$ cat config.mk
export PLATFORM = sky130hd
export DESIGN_NAME = uram_stream_reader_flat
export DESIGN_NICKNAME = d
export VERILOG_FILES = /design/src/rtl/uram_stream_reader_if.sv /design/src/rtl/uram_stream_reader.sv /design/src/flat_wrapper.sv
export SDC_FILE = /design/constraint.sdc
export NUM_CORES = 1
export LEC_CHECK = 0
export ABC_AREA = 1
export CORE_UTILIZATION = 36
export CTS_BUF_LIST = sky130_fd_sc_hd__clkbuf_4 sky130_fd_sc_hd__clkbuf_8 sky130_fd_sc_hd__clkbuf_16
export DETAILED_ROUTE_END_ITERATION = 16
export RECOVER_POWER = 50
export SETUP_SLACK_MARGIN = 0.05
export SYNTH_ARGS = -nofsm -noshare
export SYNTH_HDL_FRONTEND = slang
export SYNTH_SLANG_ARGS = --single-unit
$ cat constraint.sdc
create_clock -name clkb_i -period 3.1 [get_ports clkb_i]
set_input_delay 0.465 -clock clkb_i [delete_from_list [all_inputs] [get_ports clkb_i]]
set_output_delay 0.465 -clock clkb_i [all_outputs]
set_load 0.005 [all_outputs]
$ cat src/rtl/uram_stream_reader_if.sv
// Port-B read bus, transfer control and output stream of the UltraRAM read sequencer.
// master = sequencer side, slave = memory/consumer/controller side.
interface uram_stream_reader_if #(
   parameter int ADDR_W = 21,
   parameter int DATA_W = 72
);
   logic              start;
   logic [ADDR_W-1:0] base_addr;
   logic [ADDR_W:0]   length;
   logic              busy;
   logic              done;
   logic              mem_enb;
   logic              mem_regceb;
   logic [ADDR_W-1:0] mem_addrb;
   logic [DATA_W-1:0] mem_doutb;
   logic [DATA_W-1:0] m_tdata;
   logic              m_tvalid;
   logic              m_tready;
   logic              m_tlast;
   logic              par_err;

   modport master (
      input  start, base_addr, length, mem_doutb, m_tready,
      output busy, done, mem_enb, mem_regceb, mem_addrb,
             m_tdata, m_tvalid, m_tlast, par_err
   );

   modport slave (
      output start, base_addr, length, mem_doutb, m_tready,
      input  busy, done, mem_enb, mem_regceb, mem_addrb,
             m_tdata, m_tvalid, m_tlast, par_err
   );
endinterface

$ cat src/rtl/uram_stream_reader.sv
// Reads a contiguous run of UltraRAM words through port B and streams them out via a credit-limited FIFO.
// Optional read-parity checker enabled by defining URAM_RD_PARITY_EN.
//
// state  | meaning
// IDLE   | waiting for start; only state with busy=0
// ISSUE  | issuing reads while credits allow
// DRAIN  | all reads issued, waiting for the last beat to be accepted
// FINISH | one-cycle done pulse
module uram_stream_reader #(
   parameter int ADDR_W     = 21,
   parameter int DATA_W     = 72,
   parameter int RD_LAT     = 3,
   parameter int FIFO_DEPTH = 8
) (
   input  logic                  clkb_i,
   input  logic                  rstb_i,
   uram_stream_reader_if.master  bus
);
   localparam int PTR_W = (FIFO_DEPTH > 1) ? $clog2(FIFO_DEPTH) : 1;
   localparam int CNT_W = $clog2(FIFO_DEPTH + 1);

   typedef enum logic [1:0] {IDLE, ISSUE, DRAIN, FINISH} state_t;

   state_t            state_q, state_d;
   logic [ADDR_W-1:0] addr_q, addr_d;
   logic [ADDR_W:0]   issue_rem_q, issue_rem_d;
   logic [ADDR_W:0]   beat_rem_q, beat_rem_d;
   logic              enb_q, enb_d;
   logic              regceb_q;
   logic              busy_q, busy_d;
   logic              done_q, done_d;
   logic [RD_LAT-1:0] sr_q, sr_d;
   logic [DATA_W-1:0] fifo_q [FIFO_DEPTH];
   logic [PTR_W-1:0]  wr_ptr_q, rd_ptr_q;
   logic [CNT_W-1:0]  cnt_q, cnt_d;
   logic [CNT_W-1:0]  out_q, out_d;
   logic              valid_q, valid_d;
   logic              last_q, last_d;
   logic              wr_en, pop, accept;

   assign wr_en  = sr_q[RD_LAT-1];
   assign pop    = valid_q & bus.m_tready;
   assign accept = (state_q == IDLE) & bus.start;

   always_comb begin
      state_d     = state_q;
      addr_d      = addr_q;
      issue_rem_d = issue_rem_q;
      beat_rem_d  = beat_rem_q;
      enb_d       = 1'b0;
      sr_d        = sr_q << 1;
      sr_d[0]     = enb_q;
      cnt_d       = cnt_q + CNT_W'(wr_en) - CNT_W'(pop);
      // out counts reads issued but not yet consumed: in flight plus FIFO occupancy
      out_d       = out_q + CNT_W'(enb_q) - CNT_W'(pop);

      if (enb_q) begin
         addr_d      = addr_q + ADDR_W'(1);
         issue_rem_d = issue_rem_q - (ADDR_W+1)'(1);
      end
      if (pop) beat_rem_d = beat_rem_q - (ADDR_W+1)'(1);

      case (state_q)
         IDLE: begin
            if (accept) begin
               addr_d      = bus.base_addr;
               issue_rem_d = bus.length;
               beat_rem_d  = bus.length;
               if (bus.length == '0) begin
                  state_d = FINISH;
               end else begin
                  state_d = ISSUE;
                  enb_d   = 1'b1;
               end
            end
         end
         ISSUE: begin
            if (issue_rem_d == '0) state_d = DRAIN;
            else                   enb_d   = (out_d < CNT_W'(FIFO_DEPTH));
         end
         DRAIN: begin
            if (beat_rem_d == '0) state_d = FINISH;
         end
         FINISH: state_d = IDLE;
         default: state_d = IDLE;
      endcase

      busy_d  = (state_d != IDLE);
      done_d  = (state_d == FINISH);
      valid_d = (cnt_d != '0);
      last_d  = valid_d & (beat_rem_d == (ADDR_W+1)'(1));
   end

   always_ff @(posedge clkb_i) begin
      if (rstb_i) begin
         state_q     <= IDLE;
         addr_q      <= '0;
         issue_rem_q <= '0;
         beat_rem_q  <= '0;
         enb_q       <= 1'b0;
         regceb_q    <= 1'b0;
         busy_q      <= 1'b0;
         done_q      <= 1'b0;
         sr_q        <= '0;
         wr_ptr_q    <= '0;
         rd_ptr_q    <= '0;
         cnt_q       <= '0;
         out_q       <= '0;
         valid_q     <= 1'b0;
         last_q      <= 1'b0;
         for (int i = 0; i < FIFO_DEPTH; i++) fifo_q[i] <= '0;
      end else begin
         state_q     <= state_d;
         addr_q      <= addr_d;
         issue_rem_q <= issue_rem_d;
         beat_rem_q  <= beat_rem_d;
         enb_q       <= enb_d;
         regceb_q    <= 1'b1;
         busy_q      <= busy_d;
         done_q      <= done_d;
         sr_q        <= sr_d;
         cnt_q       <= cnt_d;
         out_q       <= out_d;
         valid_q     <= valid_d;
         last_q      <= last_d;
         if (wr_en) begin
            fifo_q[wr_ptr_q] <= bus.mem_doutb;
            wr_ptr_q         <= wr_ptr_q + PTR_W'(1);
         end
         if (pop) rd_ptr_q <= rd_ptr_q + PTR_W'(1);
      end
   end

`ifdef URAM_RD_PARITY_EN
   logic par_err_q;
   logic par_bad;

   // even parity per byte: byte i together with bit 64+i must XOR to zero
   always_comb begin
      par_bad = 1'b0;
      for (int i = 0; i < 8; i++) begin
         par_bad = par_bad | ((^bus.mem_doutb[8*i +: 8]) ^ bus.mem_doutb[64+i]);
      end
   end

   always_ff @(posedge clkb_i) begin
      if (rstb_i)                 par_err_q <= 1'b0;
      else if (wr_en & par_bad)   par_err_q <= 1'b1;
      else if (accept)            par_err_q <= 1'b0;
   end

   assign bus.par_err = par_err_q;
`else
   assign bus.par_err = 1'b0;
`endif

   assign bus.busy       = busy_q;
   assign bus.done       = done_q;
   assign bus.mem_enb    = enb_q;
   assign bus.mem_regceb = regceb_q;
   assign bus.mem_addrb  = addr_q;
   assign bus.m_tdata    = fifo_q[rd_ptr_q];
   assign bus.m_tvalid   = valid_q;
   assign bus.m_tlast    = last_q;
endmodule

$ cat src/flat_wrapper.sv
// flat-port wrapper written by rule: the top's interface ports become plain ports
module uram_stream_reader_flat 
#(
   parameter int ADDR_W     = 21,
   parameter int DATA_W     = 72,
   parameter int RD_LAT     = 3,
   parameter int FIFO_DEPTH = 8
)
  (clkb_i, rstb_i, bus_start, bus_base_addr, bus_length, bus_mem_doutb, bus_m_tready, bus_busy, bus_done, bus_mem_enb, bus_mem_regceb, bus_mem_addrb, bus_m_tdata, bus_m_tvalid, bus_m_tlast, bus_par_err);
  uram_stream_reader_if #(.ADDR_W(ADDR_W), .DATA_W(DATA_W)) bus_i ();
  input  logic clkb_i;
  input  logic rstb_i;
  input wire logic [$bits(bus_i.start)-1:0] bus_start;
  input wire logic [$bits(bus_i.base_addr)-1:0] bus_base_addr;
  input wire logic [$bits(bus_i.length)-1:0] bus_length;
  input wire logic [$bits(bus_i.mem_doutb)-1:0] bus_mem_doutb;
  input wire logic [$bits(bus_i.m_tready)-1:0] bus_m_tready;
  output wire logic [$bits(bus_i.busy)-1:0] bus_busy;
  output wire logic [$bits(bus_i.done)-1:0] bus_done;
  output wire logic [$bits(bus_i.mem_enb)-1:0] bus_mem_enb;
  output wire logic [$bits(bus_i.mem_regceb)-1:0] bus_mem_regceb;
  output wire logic [$bits(bus_i.mem_addrb)-1:0] bus_mem_addrb;
  output wire logic [$bits(bus_i.m_tdata)-1:0] bus_m_tdata;
  output wire logic [$bits(bus_i.m_tvalid)-1:0] bus_m_tvalid;
  output wire logic [$bits(bus_i.m_tlast)-1:0] bus_m_tlast;
  output wire logic [$bits(bus_i.par_err)-1:0] bus_par_err;
  assign bus_i.start = bus_start;
  assign bus_i.base_addr = bus_base_addr;
  assign bus_i.length = bus_length;
  assign bus_i.mem_doutb = bus_mem_doutb;
  assign bus_i.m_tready = bus_m_tready;
  assign bus_busy = bus_i.busy;
  assign bus_done = bus_i.done;
  assign bus_mem_enb = bus_i.mem_enb;
  assign bus_mem_regceb = bus_i.mem_regceb;
  assign bus_mem_addrb = bus_i.mem_addrb;
  assign bus_m_tdata = bus_i.m_tdata;
  assign bus_m_tvalid = bus_i.m_tvalid;
  assign bus_m_tlast = bus_i.m_tlast;
  assign bus_par_err = bus_i.par_err;
  uram_stream_reader #(.ADDR_W(ADDR_W), .DATA_W(DATA_W), .RD_LAT(RD_LAT), .FIFO_DEPTH(FIFO_DEPTH)) u_core (.clkb_i(clkb_i), .rstb_i(rstb_i), .bus(bus_i));
endmodule
==> results of run 1 <==
-- cells in the final DEF (no fill, tap or decap), types with 52 or more instances in the layout --
cell type / instances
a31oi_1: 53
nand2_1: 220
clkbuf_16: 82
nand3_1: 56
dfxtp_1: 91
buf_4: 52
o21ai_0: 313
o22ai_1: 71
edfxtp_1: 576
clkdlybuf4s50_1: 121
inv_1: 198
nor2_1: 1212
-- metal layers --
metal | vias up | share of wire
met1 | 11460 | 0.44
met5 | - | 0.00028
li1 | 11300 | -
met3 | 137 | 0.067
met2 | 776 | 0.47
met4 | 4 | 0.026
-- cells in the mapped netlist (13+ instances only) --
| cell type | count |
|---|---|
| inv_1 | 199 |
| o21ai_1 | 14 |
| dfxtp_1 | 93 |
| buf_2 | 15 |
| ha_1 | 13 |
| o21bai_1 | 14 |
| edfxtp_1 | 576 |
| nor2_2 | 13 |
| nor2_1 | 1213 |
| nand4_1 | 21 |
| clkbuf_1 | 150 |
| a31oi_1 | 72 |
| nand2_1 | 232 |
| o21ai_0 | 314 |
| nand3_1 | 56 |
| buf_1 | 17 |
| o22ai_1 | 72 |
| xor2_1 | 17 |
| a21oi_1 | 41 |
-- cell type report --
class / count / area, sq um
Fill cell: 7889 / 45730
Clock buffer: 93 / 2042
Multi-Input combinational cell: 2151 / 9781
Timing Repair inverter: 1 / 8.758
Tap cell: 1080 / 1351
Sequential cell: 669 / 19170
Inverter: 216 / 835.8
Timing Repair Buffer: 349 / 4103
Clock inverter: 44 / 538.0
Antenna cell: 1 / 2.502
-- sequential cells by signal, indices dropped and copies added (netlist names), 4 cells and up, named ones only --
register              count
u_core.fifo_q           576
u_core.out_q              4
u_core.issue_rem_q       22
u_core.bus.mem_addrb     21
u_core.beat_rem_q        22
u_core.cnt_q              4
-- logic make-up (layout without fill, tap and decap cells) --
family,after synthesis,in the layout,synth area share
compound gates,536,536,0.09644
xor+xnor,26,26,0.007511
fa+ha+maj,15,15,0.006686
buf+inv,405,703,0.05220
flops,669,669,0.6319
other cells,1,2,0.0001237
simple gates,1573,1573,0.2051
-- repair_timing --
item | in CTS | in global routing
buffers inserted | 18 | 15
endpoints found under the setup margin | 72 | 32
cloned | 13 | 6
gates resized for setup | 87 | 42
pin swaps | 11 | 11
-- path summary, 6_finish.rpt --
kind             startpoint                    to  slack (ps)  cells after the start
max                    flop       bus_m_tdata[61]         130                      9
min                  rstb_i        u_core.sr_q[2]         170                      2
max reg2reg  u_core.sr_q[2]  u_core.fifo_q[2][38]         210                      8
min reg2reg  u_core.sr_q[0]        u_core.sr_q[1]         410                      2
-- stage by stage --
step                instance area, sq um  utilization  TNS [ps]
floorplan                          30320            -   -122110
global placement                   34220       0.4095    -28.63
detailed placement                 34220       0.4095         0
CTS                                37600       0.4500    -308.2
global route                       37830       0.4527         0
finish                             37830       0.4527         0
-- power groups by stage --
stage / clock network [W] / logic [W] / registers [W]
after floorplan: 0 / 0.00349 / 0.0106
after global placement: 0 / 0.00610 / 0.0106
after detailed placement: 0 / 0.00614 / 0.0106
after CTS: 0.00947 / 0.00688 / 0.0104
after global routing: 0.00980 / 0.00771 / 0.0105
final: 0.00929 / 0.00704 / 0.0104
==> results.sh, run 1 <==
export IMPL_required_ps=2630
export IMPL_grtUsageTotal=0.2107
export IMPL_use_met2=0.3520
export IMPL_cts_tree="done"
export IMPL_tightestPinTransition_ps=2731
export IMPL_worst_path_buf_inv=5
export IMPL_drive_above_1_share=0.09594
export IMPL_place_hpwl_microns=49720
export IMPL_synth_area_top_cells="edfxtp_1 57%, nor2_1 15%, dfxtp_1 6.1%"
export IMPL_critPathArrivalTime_ps=2500
export IMPL_synth_distinct_cells=42
export IMPL_cts_htree_levels=3
export IMPL_instances_no_fill=4604
export IMPL_gp_congestion=0.8596
export IMPL_syn_area_per_cell_sq_um=9.401
export IMPL_clk_transition_reported_paths_ps=60
export IMPL_relSlewSlack=-0.8203
export IMPL_io_pins=219
export IMPL_cp_common_cell="nor2_1"
export IMPL_p_total_w=0.02675
export IMPL_cts_hold_buf=0
export IMPL_cp_slowest_stage_delay_ps=370
export IMPL_maxCapViolations=3
export IMPL_synth_edf_count=576
export IMPL_drc=0
export IMPL_seqPwrFrac=0.390
export IMPL_viasPerCell=5.141
export IMPL_gr_total_overflow=0
export IMPL_finalWorstSetupSlack_ps=134.6
export IMPL_dp_worst_setup_slack_ps=14.04
export IMPL_violations="max-capacitance violations, max-slew violations"
export IMPL_outcome="finished with violations"
export IMPL_synth_nets=3359
export IMPL_fin_nets=3597
export IMPL_combPwrFrac=0.263
export IMPL_die_height_microns=292.2
export IMPL_drt_pass1_iterations=5
export IMPL_worstSetupStartpointType="flop"
export IMPL_yosys_area_top_type="edfxtp_1"
export IMPL_drt_iter0_drc=1867
export IMPL_clk_latency_ps=640
export IMPL_grt_max_degree=73
export IMPL_routed_wl_microns=91860
export IMPL_hold_viol=0
export IMPL_cp_slowest_cell="clkdlybuf4s15_1"
export IMPL_swShare=0.2998
export IMPL_setup_violations=0
export IMPL_hold_ws_ps=167.2
export IMPL_grt_pass1_vias=22830
export IMPL_synth_top_area_frac=0.5705
export IMPL_p_clk_frac=0.347
export IMPL_wl_per_cell_microns=19.95
export IMPL_fin_crit_ps=2965
export IMPL_core_sq_um=83560
export IMPL_synth_main_ff_cell="edfxtp_1"
export IMPL_ctsLongestPathBuffers=3
export IMPL_antenna_found_initial=5
export IMPL_dp_cells=4414
export IMPL_die_area_sq_um=85380
export IMPL_leakage_nw=15.70
export IMPL_placementRows=106
export IMPL_path_delay_family="buffers and inverters"
export IMPL_areaGrowthSynthToFinish_pct=24.76
export IMPL_vdd_drop_max_mv=0.3532
export IMPL_setup_worst_path_class="reg -> out"
export IMPL_numPortBuffers=217
export IMPL_hold_class="in -> reg"
export IMPL_fmax_mhz=337.2
export IMPL_chipWidth_microns=292.2
export IMPL_seq_area_frac_synth=0.6319
export IMPL_synthArstFlopShare=0
export IMPL_power_density_nw_per_um2=707.1
export IMPL_use_met3=0.03296
export IMPL_clock_root_buffer="clkbuf_16"
export IMPL_fin_skew_ps=41.18
export IMPL_synth_cell_area_sq_um=30320
export IMPL_cts_buffers=75
export IMPL_initial_core_util=0.3629
export IMPL_met1_usage=0.2807
export IMPL_num_vias=23670
export IMPL_ant_nets=0
export IMPL_power_net_switching_w=0.008021
export IMPL_power_internal_w=0.01873
export IMPL_end_kind="output pin"
export IMPL_maxSlewViolCount=154
export IMPL_fin_crit_sh=0.9566
export IMPL_rsz0062_at_grt="no"
export IMPL_post_synth_inst_count=3225
export IMPL_synth_seq_cells=669
export IMPL_grt_busiest_layer="met2"
export IMPL_ys_warn_count=0
export IMPL_crit_chain="buf_6 > inv_12 > buf_12 > bufbuf_16 > nor2_1 > o22ai_1 > nor2_1 > a31oi_1 > clkdlybuf4s15_1"
export IMPL_critical_path_max_fanout=25
export IMPL_cts_sinks=669
export IMPL_grt_pass1_wl_microns=137700
No activity file was read; power rests on OpenSTA's default activity.
==> run 2, diff against run 1 <==
- HOLD_SLACK_MARGIN: not set -> 0.02
- PLACE_DENSITY: not set -> 0.62
==> run 2 against run 1 <==
Effect of this change:
- the run still ends with max-capacitance violations, max-slew violations left
- clock power is 4.1% higher
- worst hold slack better by 20 ps
- critical path depth increased by 1
- fmax shrank 0.32%
==> results.sh, run 2 (same netlist as run 1, synthesis figures left out) <==
export IMPL_fmax_mhz=336.1
export IMPL_cts_htree_levels=3
export IMPL_fin_setup_tns_ps=0
export IMPL_setup_violations=0
export IMPL_dp_cells=4431
export IMPL_viasPerCell=5.197
export IMPL_place_hpwl_microns=51700
export IMPL_power_net_switching_w=0.008118
export IMPL_cts_sinks=669
export IMPL_n_antenna_cell=0
export IMPL_relSlewSlack=-0.8350
export IMPL_fin_crit_sh=0.9597
export IMPL_placementRows=106
export IMPL_ctsLongestPathBuffers=3
export IMPL_cts_hold_buf=0
export IMPL_critical_path_max_fanout=11
export IMPL_dp_worst_setup_slack_ps=52.72
export IMPL_grt_pass1_wl_microns=138800
export IMPL_top_register="u_core.fifo_q"
export IMPL_core_sq_um=83560
export IMPL_tightestPinTransition_ps=2752
export IMPL_outcome="finished with violations"
export IMPL_final_common_cell="nor2_1"
export IMPL_chipWidth_microns=292.2
export IMPL_gp_congestion=0.8549
export IMPL_critPathArrivalTime_ps=2510
export IMPL_wl_per_cell_microns=20.00
export IMPL_clk_transition_reported_paths_ps=50
export IMPL_largest_reg_flops=576
export IMPL_clk_latency_ps=650
export IMPL_vdd_drop_max_mv=0.4778
export IMPL_clock_root_buffer="clkbuf_16"
export IMPL_final_cell_mix="1214 x nor2_1, 576 x edfxtp_1, 314 x o21ai_0"
export IMPL_die_area_sq_um=85380
export IMPL_setup_worst_path_class="reg -> out"
export IMPL_post_route_util=0.4560
export IMPL_num_vias=23990
export IMPL_maxSlewViolCount=278
export IMPL_combPwrFrac=0.261
export IMPL_antenna_found_initial=3
export IMPL_io_pins=219
export IMPL_finalWorstSetupSlack_ps=125.0
export IMPL_instances_no_fill=4615
export IMPL_drc=0
export IMPL_power_density_nw_per_um2=713.9
export IMPL_worstSetupStartpointType="flop"
export IMPL_top_regs="u_core.fifo_q x576, u_core.beat_rem_q x22, u_core.issue_rem_q x22"
export IMPL_grt_pass1_vias=23140
export IMPL_numPortBuffers=217
export IMPL_cts_buffers=76
export IMPL_hold_class="in -> reg"
export IMPL_maxCapViolations=5
export IMPL_leakage_nw=15.64
export IMPL_ant_nets=0
export IMPL_seqPwrFrac=0.383
export IMPL_fin_crit_ps=2975
export IMPL_end_kind="output pin"
export IMPL_rsz0062_at_grt="no"
export IMPL_cts_tree="done"
export IMPL_areaGrowthSynthToFinish_pct=25.66
export IMPL_grtUsageTotal=0.2129
export IMPL_grt_max_degree=73
export IMPL_drive_above_1_share=0.1041
export IMPL_hold_viol=0
export IMPL_drt_pass1_iterations=5
export IMPL_gr_total_overflow=0
export IMPL_p_clk_frac=0.355
export IMPL_power_internal_w=0.01908
export IMPL_p_total_w=0.02720
export IMPL_violations="max-capacitance violations, max-slew violations"
export IMPL_routed_wl_microns=92290
export IMPL_fin_skew_ps=27.77
export IMPL_drt_iter0_drc=2025
export IMPL_required_ps=2630
export IMPL_die_height_microns=292.2
export IMPL_fin_nets=3609
export IMPL_swShare=0.2985
export IMPL_initial_core_util=0.3629
[run 2: critical path, stage by stage (launching register included)]
cell and delay, ps:
dfxtp_4 370, buf_12 120, buf_4 110, buf_12 120
buf_16 150, buf_4 190, nor2_1 70, nor2_1 70
o21ai_0 100, a31oi_2 290, dlygate4sd2_1 280
[run 2: stage by stage]
step           hold WS [ps]  instance area [sq um]
2_1_floorplan         388.3                  30320
3_3_place_gp          396.9                  34380
3_5_place_dp          398.1                  34380
4_1_cts               64.62                  38180
5_1_grt               207.8                  38100
6_report              187.3                  38100
[run 2: area by class of cell]
cell class	count	area (sq um)
Multi-Input combinational cell	2151	9863
Sequential cell	669	19170
Timing Repair Buffer	360	4164
Timing Repair inverter	1	8.758
Clock buffer	92	2052
Clock inverter	46	643.1
Inverter	216	849.6
Tap cell	1080	1351
Fill cell	7834	45460
[run 2: per-layer routing]
metal  up-vias  GRT usage  share of wire
li1      11310          -              -
met1     11680     0.2804           0.43
met2       845     0.3556           0.48
met3       136    0.03555          0.070
met4         6    0.07035          0.025
met5         -          0        0.00040
[run 2: final timing paths]
check | slack [ps] | from | end | cells past startpoint
worst max-delay path | 130 | flop | bus_m_tdata[36] | 10
worst min-delay path | 190 | rstb_i | u_core.sr_q[2] | 2
worst min register to register | 410 | u_core.sr_q[1] | u_core.sr_q[2] | 2
worst max register to register | 180 | u_core.wr_ptr_q[0] | u_core.fifo_q[5][10] | 5
[run 2: repair_timing]
item / CTS / global route
gates cloned: 17 / 0
setup endpoints to repair: 69 / 17
buffers inserted: 27 / 2
resized for setup: 139 / 25
pin swaps: 11 / 8
[run 2: power by group through the flow]
stage | combinational, W | clock, W | sequential (W)
after floorplan | 0.00349 | 0 | 0.0106
after global placement | 0.00621 | 0 | 0.0106
after detailed placement | 0.00624 | 0 | 0.0106
after CTS | 0.00715 | 0.00980 | 0.0104
after global routing | 0.00779 | 0.0101 | 0.0105
final | 0.00711 | 0.00967 | 0.0104
==> run 3, diff against run 2 <==
- CELL_PAD_IN_SITES_DETAIL_PLACEMENT: not set -> 0
- CELL_PAD_IN_SITES_GLOBAL_PLACEMENT: not set -> 1
- PLACE_DENSITY: 0.62 -> 0.72
- SLEW_MARGIN: not set -> 20
- clock period: 3.1 -> 3.82 ns (I/O delays scaled with it)
==> run 3 against run 2 <==
Effect of this change:
- the run still ends with max-capacitance violations, max-slew violations left
- clock skew decreased by 9.9 ps
- first-iteration DRC count down 21%
- worst hold slack better by 120 ps
- register-to-register slack better by 120 ps
- flip-flop and latch count did not move
- utilization shrank 2.0 points
- die area did not move
- total power is 24% lower
- global-route usage down 0.58 points
- cell count fell by 1.6%
- worst setup slack better by 26 ps
- non-clock buffer count fell by 69
- largest power group unchanged
==> results.sh, run 3 (same netlist as run 1, synthesis figures left out) <==
export IMPL_outcome="finished with violations"
export IMPL_violations="max-capacitance violations, max-slew violations"
export IMPL_grt_max_degree=99
export IMPL_ant_nets=0
export IMPL_drt_iter0_drc=1604
export IMPL_num_vias=23140
export IMPL_grt_pass1_vias=22480
export IMPL_wl_per_cell_microns=19.81
export IMPL_leakage_nw=14.62
export IMPL_hold_viol=0
export IMPL_setup_violations=0
export IMPL_initial_core_util=0.3629
export IMPL_cts_htree_levels=3
export IMPL_cts_sinks=669
export IMPL_critPathArrivalTime_ps=3100
export IMPL_routed_wl_microns=89990
export IMPL_relSlewSlack=-0.5702
export IMPL_die_height_microns=292.2
export IMPL_rsz0062_at_grt="yes"
export IMPL_required_ps=3250
export IMPL_instances_no_fill=4542
export IMPL_fin_skew_ps=17.87
export IMPL_place_hpwl_microns=50540
export IMPL_die_area_sq_um=85380
export IMPL_fin_crit_sh=0.9604
export IMPL_chipWidth_microns=292.2
export IMPL_clock_root_buffer="clkbuf_16"
export IMPL_antenna_found_initial=2
export IMPL_tightestPinTransition_ps=2355
export IMPL_setup_worst_path_class="reg -> out"
export IMPL_fin_crit_ps=3669
export IMPL_end_kind="output pin"
export IMPL_drive_above_1_share=0.07250
export IMPL_post_cts_buffers=0
export IMPL_n_antenna_cell=0
export IMPL_gp_congestion=0.8140
export IMPL_clk_latency_ps=610
export IMPL_maxSlewViolCount=290
export IMPL_grtUsageTotal=0.2071
export IMPL_vdd_drop_max_mv=0.3223
export IMPL_power_density_nw_per_um2=564.5
export IMPL_final_cell_mix="1214 x nor2_1, 576 x edfxtp_1, 315 x o21ai_0"
export IMPL_worstSetupStartpointType="flop"
export IMPL_top_regs="u_core.fifo_q x576, u_core.beat_rem_q x22, u_core.issue_rem_q x22"
export IMPL_numPortBuffers=217
export IMPL_maxCapViolations=8
export IMPL_drc=0
export IMPL_placementRows=106
export IMPL_cts_buffers=76
export IMPL_core_sq_um=83560
export IMPL_fin_setup_tns_ps=0
export IMPL_grt_pass1_wl_microns=135500
export IMPL_io_pins=219
export IMPL_fin_nets=3539
export IMPL_top_register="u_core.fifo_q"
export IMPL_viasPerCell=5.095
export IMPL_hold_class="in -> reg"
export IMPL_gr_total_overflow=0
export IMPL_largest_reg_flops=576
export IMPL_final_common_cell="nor2_1"
export IMPL_drt_pass1_iterations=5
export IMPL_cts_tree="done"
export IMPL_fmax_mhz=272.6
export IMPL_ctsLongestPathBuffers=3
export IMPL_clk_transition_reported_paths_ps=50
export IMPL_critical_path_max_fanout=44
export IMPL_fillers=8116
export IMPL_areaGrowthSynthToFinish_pct=20.02
export IMPL_dp_cells=4404
[run 3: cell count changes in the layout (fill, tap and decap cells not counted), sizes merged, moves of 2 or more]
| cell | previous run | this run |
|---|---|---|
| clkbuf | 111 | 126 |
| dlymetal6s2s | 7 | 0 |
| bufinv | 12 | 2 |
| clkinvlp | 4 | 2 |
| inv | 219 | 214 |
| clkinv | 28 | 26 |
| clkdlybuf4s50 | 122 | 192 |
| dlygate4sd2 | 56 | 0 |
| bufbuf | 12 | 0 |
| buf | 119 | 56 |
[run 3: path summary, 6_finish.rpt]
path | startpoint | to | slack (ps) | cells past startpoint
hold / removal | rstb_i | u_core.sr_q[1] | 300 | 2
hold reg to reg | u_core.sr_q[0] | u_core.sr_q[1] | 400 | 2
setup reg to reg | u_core.wr_ptr_q[0] | u_core.fifo_q[1][21] | 300 | 6
setup / recovery | flop | bus_m_tdata[62] | 150 | 6
[run 3: routing by layer]
layer	part of all wire	track usage	vias up	wire length, microns
li1	-	-	11150	-
met2	0.48	0.3487	614	43190
met1	0.44	0.2762	11240	39730
met5	0.00030	0	-	27
met4	0.022	0.05751	4	1970
met3	0.056	0.03220	135	5083
[run 3: cell type report]
class / instances / area, sq um / area share
Inverter: 216 / 838.3 / 0.02304
Sequential cell: 669 / 19170 / 0.5267
Timing Repair Buffer: 291 / 2952 / 0.08111
Clock buffer: 107 / 2258 / 0.06206
Tap cell: 1080 / 1351 / 0.03714
Clock inverter: 28 / 180.2 / 0.004951
Multi-Input combinational cell: 2151 / 9643 / 0.2650
[run 3: critical path, cell delays in order, from the launching register on]
cell             delay, ps
dfxtp_4                670
buf_12                 290
o21ai_0                130
o22ai_1                170
nor2_1                  70
a31oi_1                520
clkdlybuf4s50_1        640
[run 3: what timing repair did]
action,in CTS,in global routing
endpoints found under the hold margin,0,0
gates resized for setup,0,5
hold buffers,0,0
endpoints found under the setup margin,0,8
[run 3: stage by stage]
| step | util | worst slack (ps) | hold WS (ps) | power (W) | cell area [sq um] |
|---|---|---|---|---|---|
| floorplan | - | 366.5 | 388.3 | 0.01139 | 30320 |
| global placement | 0.4067 | 424.4 | 390.5 | 0.01352 | 33980 |
| detailed placement | 0.4067 | 443.8 | 398.3 | 0.01354 | 33990 |
| CTS | 0.4359 | 56.55 | 203.7 | 0.02071 | 36420 |
| global route | 0.4355 | 4.880 | 307.4 | 0.02156 | 36390 |
| finish | 0.4355 | 151.4 | 302.5 | 0.02054 | 36390 |
[run 3: power by group]
part / internal, W / total, W / leakage (nW) / switching (W)
clock: 0.00425 / 0.00715 / 1.24 / 0.00290
sequential: 0.00827 / 0.00852 / 6.71 / 0.000250
combinational: 0.00194 / 0.00487 / 6.66 / 0.00293
total: 0.0145 / 0.0205 / 14.6 / 0.00608
